`src/rtl/hitbox_cmp.sv`:
```
// Combinational point-in-box test; box end coordinates are formed in 11 bits so they never wrap.
module hitbox_cmp #(
    parameter int unsigned W = 16,
    parameter int unsigned H = 8
) (
    input  logic [9:0] px_i,
    input  logic [9:0] py_i,
    input  logic [9:0] box_x_i,
    input  logic [9:0] box_y_i,
    output logic       hit_o
);

    logic [10:0] x_end;
    logic [10:0] y_end;

    always_comb begin
        x_end = {1'b0, box_x_i} + 11'(W);
        y_end = {1'b0, box_y_i} + 11'(H);
        hit_o = (px_i >= box_x_i) && ({1'b0, px_i} < x_end) &&
                (py_i >= box_y_i) && ({1'b0, py_i} < y_end);
    end

endmodule

```
`config.mk`:
```
export PLATFORM = sky130hd
export DESIGN_NAME = hitbox_cmp
export DESIGN_NICKNAME = d
export VERILOG_FILES = /design/src/rtl/hitbox_cmp.sv
export SDC_FILE = /design/constraint.sdc
export NUM_CORES = 1
export LEC_CHECK = 0
export CELL_PAD_IN_SITES_DETAIL_PLACEMENT = 1
export CELL_PAD_IN_SITES_GLOBAL_PLACEMENT = 1
export CORE_MARGIN = 1
export CORE_UTILIZATION = 35
export DETAILED_ROUTE_END_ITERATION = 8
export MAX_ROUTING_LAYER = met4
export PLACE_DENSITY_LB_ADDON = 0.1
export SYNTH_ARGS = -nofsm -noshare
export SYNTH_HDL_FRONTEND = slang
export SYNTH_SLANG_ARGS = --single-unit
```
`constraint.sdc`:
```
create_clock -name vclk -period 5.1
set_input_delay 1.53 -clock vclk [all_inputs]
set_output_delay 1.53 -clock vclk [all_outputs]
set_load 0.01 [all_outputs]
```
Word level (Yosys, flattened, before mapping)
Index checks and enable logic that the tools add are counted.

$add $sub $neg: 2. Magnitude comparators: 4. Reduce and logical (&&, ||, !) cells: 3.

Operators with widths (count): $lt A10 B11 Y1 (2); $ge A10 B10 Y1 (2); $add A10 B4 Y11 const B (1); $add A10 B5 Y11 const B (1); $logic_and A1 B1 Y1 (3).

Flip-flop bits (word level): 0. Bits of input ports: 40.

Depth between registers and ports, before layout
Gate-level depths: netlist (run 1).

Word-level depth: 5. Gate-level depth with buffers: 9.

Worst setup path before layout (run 1)
Ideal clock, no wire load.

Path type: input to output. Start: input port box_x_i[7]. End: output port hit_o. Arrival: 2885 ps. Setup slack: 685 ps. Stages on the path: 9. Path buffers: 0. Required time: 3570 ps. Path through: inv_1 nor3_1 nand3_1 xnor2_1 ha_1 a21oi_1 a21oi_1 nand4b_1 nor4_2.

Cells in the longest elaborated chain, start to end: 5. Elaborated cells on any way between the ends: 6. Classes of those cells: add/sub: 1; order compare: 2; reduce/logical: 3.

RTL lines: from (decl) (line 8) `input logic [9:0] box_x_i,`; $add A10 B5 Y11 (line 17) `x_end = {1'b0, box_x_i} + 11'(W);`; $lt A10 B11 Y1 (line 19) `hit_o = (px_i >= box_x_i) && ({1'b0, px_i} < x_end) &&`; $logic_and A1 B1 Y1 (*) (2 in series) (line 19); $logic_and A1 B1 Y1 (*) (line 20) `(py_i >= box_y_i) && ({1'b0, py_i} < y_end);`; to (decl) (line 10) `output logic hit_o`.

Mark *: on every way between the ends. The rest lies on a longest branch, timed or not.

Worst setup path in the final report (run 1)
Start: input port box_x_i[9]. End: output port hit_o.

The elaborated chain is that of the path after synthesis.

==> results.md, run 1 <==
* Status: finished, final reports clean
* Final hold violations at 0
* Switching power total at approximately 0.064 mW
* Nets at around 270
* Layout cells sized above 1 at 0.221
* Max incr delay on CP at ~0.47 ns
* Clock buffer count at 0
* YS warnings at 0
* ANT cells at 0
* Flop pwr share at 0
* Fin cells at 226
* Least-Margin Pin Slew at 0.419 ns
* CP max-delay cell: clkdlybuf4s50_1
* Cell Area, Synth at between 0.001 and 0.0015 mm2
* Final Max Tran Viols at 0
* Via Count at 1,212
* Mapped Cells at between 100 and 150
* Period minus WS final at about 5 ns
* Main combinational cell family by area after synthesis: adder cells
* Num ports at between 40 and 50
* # placed instances at between 200 and 250
* Seq/Total Area, Yosys at 0
* Synth Area in Compound Gates at 0.213
* Synth Area per Inst at approximately 7.7 um2
* Combinational power share at 1.000
* Synth cell types at 32
* Total Routing Usage GR at 0.211
* Fillers at between 300 and 400
* Initial antenna violation count at 0
* Antenna Violating Nets Remaining at 0
* Dpl hpwl at a little under 3000 um
* Number of port buffers at between 40 and 50
* Worst hold path type: in -> out
* Peak supply drop at ~52 uV
* Critical Path AT at ~3.4 ns
* Vias in the first global route at 1,310
* 1st-iter DRT viols at 22
* P_leak at about 0.92 nW
* Critical path fanouts, max at 3
* Peak Freq at 0.202 GHz
* Simple-Gate Fraction of Synth Area at 0.195
* Critical Path, Cell by Cell: clkdlybuf4s50_1, inv_2, xnor2_1, ha_1, a21oi_2, a21oi_1, nand4b_1, nor4_2, buf_2
* Layout area overhead at 69.3%
* Post-synthesis mux area share at 0
* Site Rows at 19
* Post-synthesis net count at 206
* Routability Congestion at ~0.86
* Adder-Cell Fraction of Synth Area at 0.433
* Crit. End Element: output port
* DRC at 0
* Top post-synthesis cells by area: ha_1, xnor2_1, inv_1, nand3_1, a21oi_1
* Unrepaired setup endpoints after global routing: no
* Core area at around 0.0028 mm2
* Initial core utilization at 0.367
* WS Path Type: in -> out
* WL final at between 3000 and 4000 um
* Req. time, crit path at around 3.6 ns
* Crit share post-route at 0.971
* Clk pwr share at 0
* First-pass GRT wire length at 5330 um
* Total chip power at approximately 0.14 mW
* Crit start category: primary input
* Max-Slew Margin vs Limit at 0.719
* Die Wd at 55.8 um
* Finish-stage setup viols at 0
* Vias per cell at around 5.4
* Die Ht at between 50 and 60 um
* Area of the die at approximately 0.0031 mm2
* Register area at 0 um2
* Area share of the leading cell type in the synthesized netlist at 0.433
* Largest net degree at the start of global routing at 6
* Avg WL per Cell at around 16 um
* Seq Cell Count at 0
* Gr ovfl total at 0
* Int Pwr at approximately 0.08 mW
* Switching Fraction at 0.447
* First drt pass iteration count at 4
* XOR/XNOR share of the synthesized area at 0.0779
* Cell taking the most area after synthesis: ha_1
* Pwr Density at roughly 84 mW/mm2
* Max cap viols at 0
repair_timing:
| item | CTS | global route |
|---|---|---|
| resized for setup | 7 | 24 |
| buffers inserted | 0 | 2 |
| hold endpoints to repair | 0 | 0 |
| pin swaps | 1 | 14 |
| endpoints found under the setup margin | 1 | 1 |
| hold buffers | 0 | 0 |
final timing paths:
| path | start | depth (start not counted) | to |
|---|---|---|---|
| setup / recovery | box_x_i[9] | 9 | hit_o |
| hold / removal | box_y_i[8] | 6 | hit_o |
cell families after synthesis:
logic type / Yosys count
adder cells (fa/ha/maj): 35
AND/OR/NAND/NOR: 35
AO/OA/AOI/OAI: 30
buffers and inverters: 22
XOR/XNOR: 9
metrics by stage:
stage / hold WS, ns / TNS [ns] / utilization / instance area [um2] / worst slack, ns
after floorplan: 3.32 / 0 / - / 1010 / 0.685
after global placement: 4.33 / -0.373 / 0.587 / 1620 / -0.373
after detailed placement: 4.34 / -0.477 / 0.587 / 1620 / -0.477
after CTS: 3.99 / 0 / 0.588 / 1620 / 0.0124
after global routing: 3.75 / 0 / 0.622 / 1710 / 0.00773
final: 3.72 / 0 / 0.622 / 1710 / 0.149
Yosys cell counts:
| master | count |
|---|---|
| a211oi_1 | 2 |
| a21o_1 | 3 |
| a21oi_1 | 8 |
| a21oi_2 | 1 |
| a31oi_1 | 4 |
| and2_1 | 1 |
| and3_1 | 2 |
| and3_4 | 1 |
| and4_1 | 1 |
| clkinv_1 | 1 |
| ha_1 | 35 |
| inv_1 | 20 |
| inv_2 | 1 |
| nand2_1 | 4 |
| nand2_2 | 1 |
| nand2b_1 | 5 |
| nand3_1 | 10 |
| nand4b_1 | 1 |
| nor2_1 | 5 |
| nor2b_1 | 1 |
| nor3_1 | 2 |
| nor4_2 | 1 |
| o2111ai_1 | 2 |
| o211ai_1 | 1 |
| o21a_1 | 1 |
| o21ai_0 | 3 |
| o21ai_1 | 1 |
| o221ai_2 | 1 |
| o22ai_1 | 1 |
| o311ai_1 | 1 |
| o31ai_4 | 1 |
| xnor2_1 | 9 |
metal layers:
layer	track usage	routed length [um]	vias up
met4	0.0143	23	0
met1	0.236	1460	576
li1	-	-	605
met3	0.00698	98	4
met2	0.427	1980	27
met5	-	0	-
layout make-up:
class                      count  area [um2]  share of cell area
inverter                      22        82.6              0.0482
multi-input combinational    109         980               0.572
tap                           31        38.8              0.0226
timing repair buffer          64         613               0.358
power by group through the flow:
stage,clock network (mW),registers (mW),logic [mW]
6_report,0,0,0.144
5_1_grt,0,0,0.160
4_1_cts,0,0,0.138
3_5_place_dp,0,0,0.136
3_3_place_gp,0,0,0.127
2_1_floorplan,0,0,0.0656
worst max-delay path: cells and delay by family:
| kind | cells | cell delay (ns) |
|---|---|---|
| AND/OR/NAND/NOR | 2 | 0.48 |
| AO/OA/AOI/OAI | 2 | 0.23 |
| XOR/XNOR | 1 | 0.13 |
| buffers and inverters | 3 | 0.70 |
| adder cells (fa/ha/maj) | 1 | 0.35 |
cell usage in the layout (no fill, tap or decap), drive strengths merged:
cell type      instances
a211oi                 2
a21o                   3
a21oi                  9
a31oi                  4
and2                   1
and3                   3
and4                   1
buf                   24
clkdlybuf4s50         29
dlymetal6s2s          11
ha                    35
inv                   22
nand2                  5
nand2b                 5
nand3                 10
nand4b                 1
nor2                   5
nor2b                  1
nor3                   2
nor4                   1
o2111ai                2
o211ai                 1
o21a                   1
o21ai                  4
o221ai                 1
o22ai                  1
o311ai                 1
o31ai                  1
xnor2                  9
Power figures use the tool's default switching activity.
==> inputs of run 2 (changes only) <==
--- a/config.mk
+++ b/config.mk
@@ -5,6 +5,7 @@
 export SDC_FILE = /design/constraint.sdc
 export NUM_CORES = 1
 export LEC_CHECK = 0
+export CAP_MARGIN = 30
 export CELL_PAD_IN_SITES_DETAIL_PLACEMENT = 1
 export CELL_PAD_IN_SITES_GLOBAL_PLACEMENT = 1
 export CORE_MARGIN = 1
==> results of run 2 <==
Same layout as run 1: the final DEF is identical, and so are final timing and power.
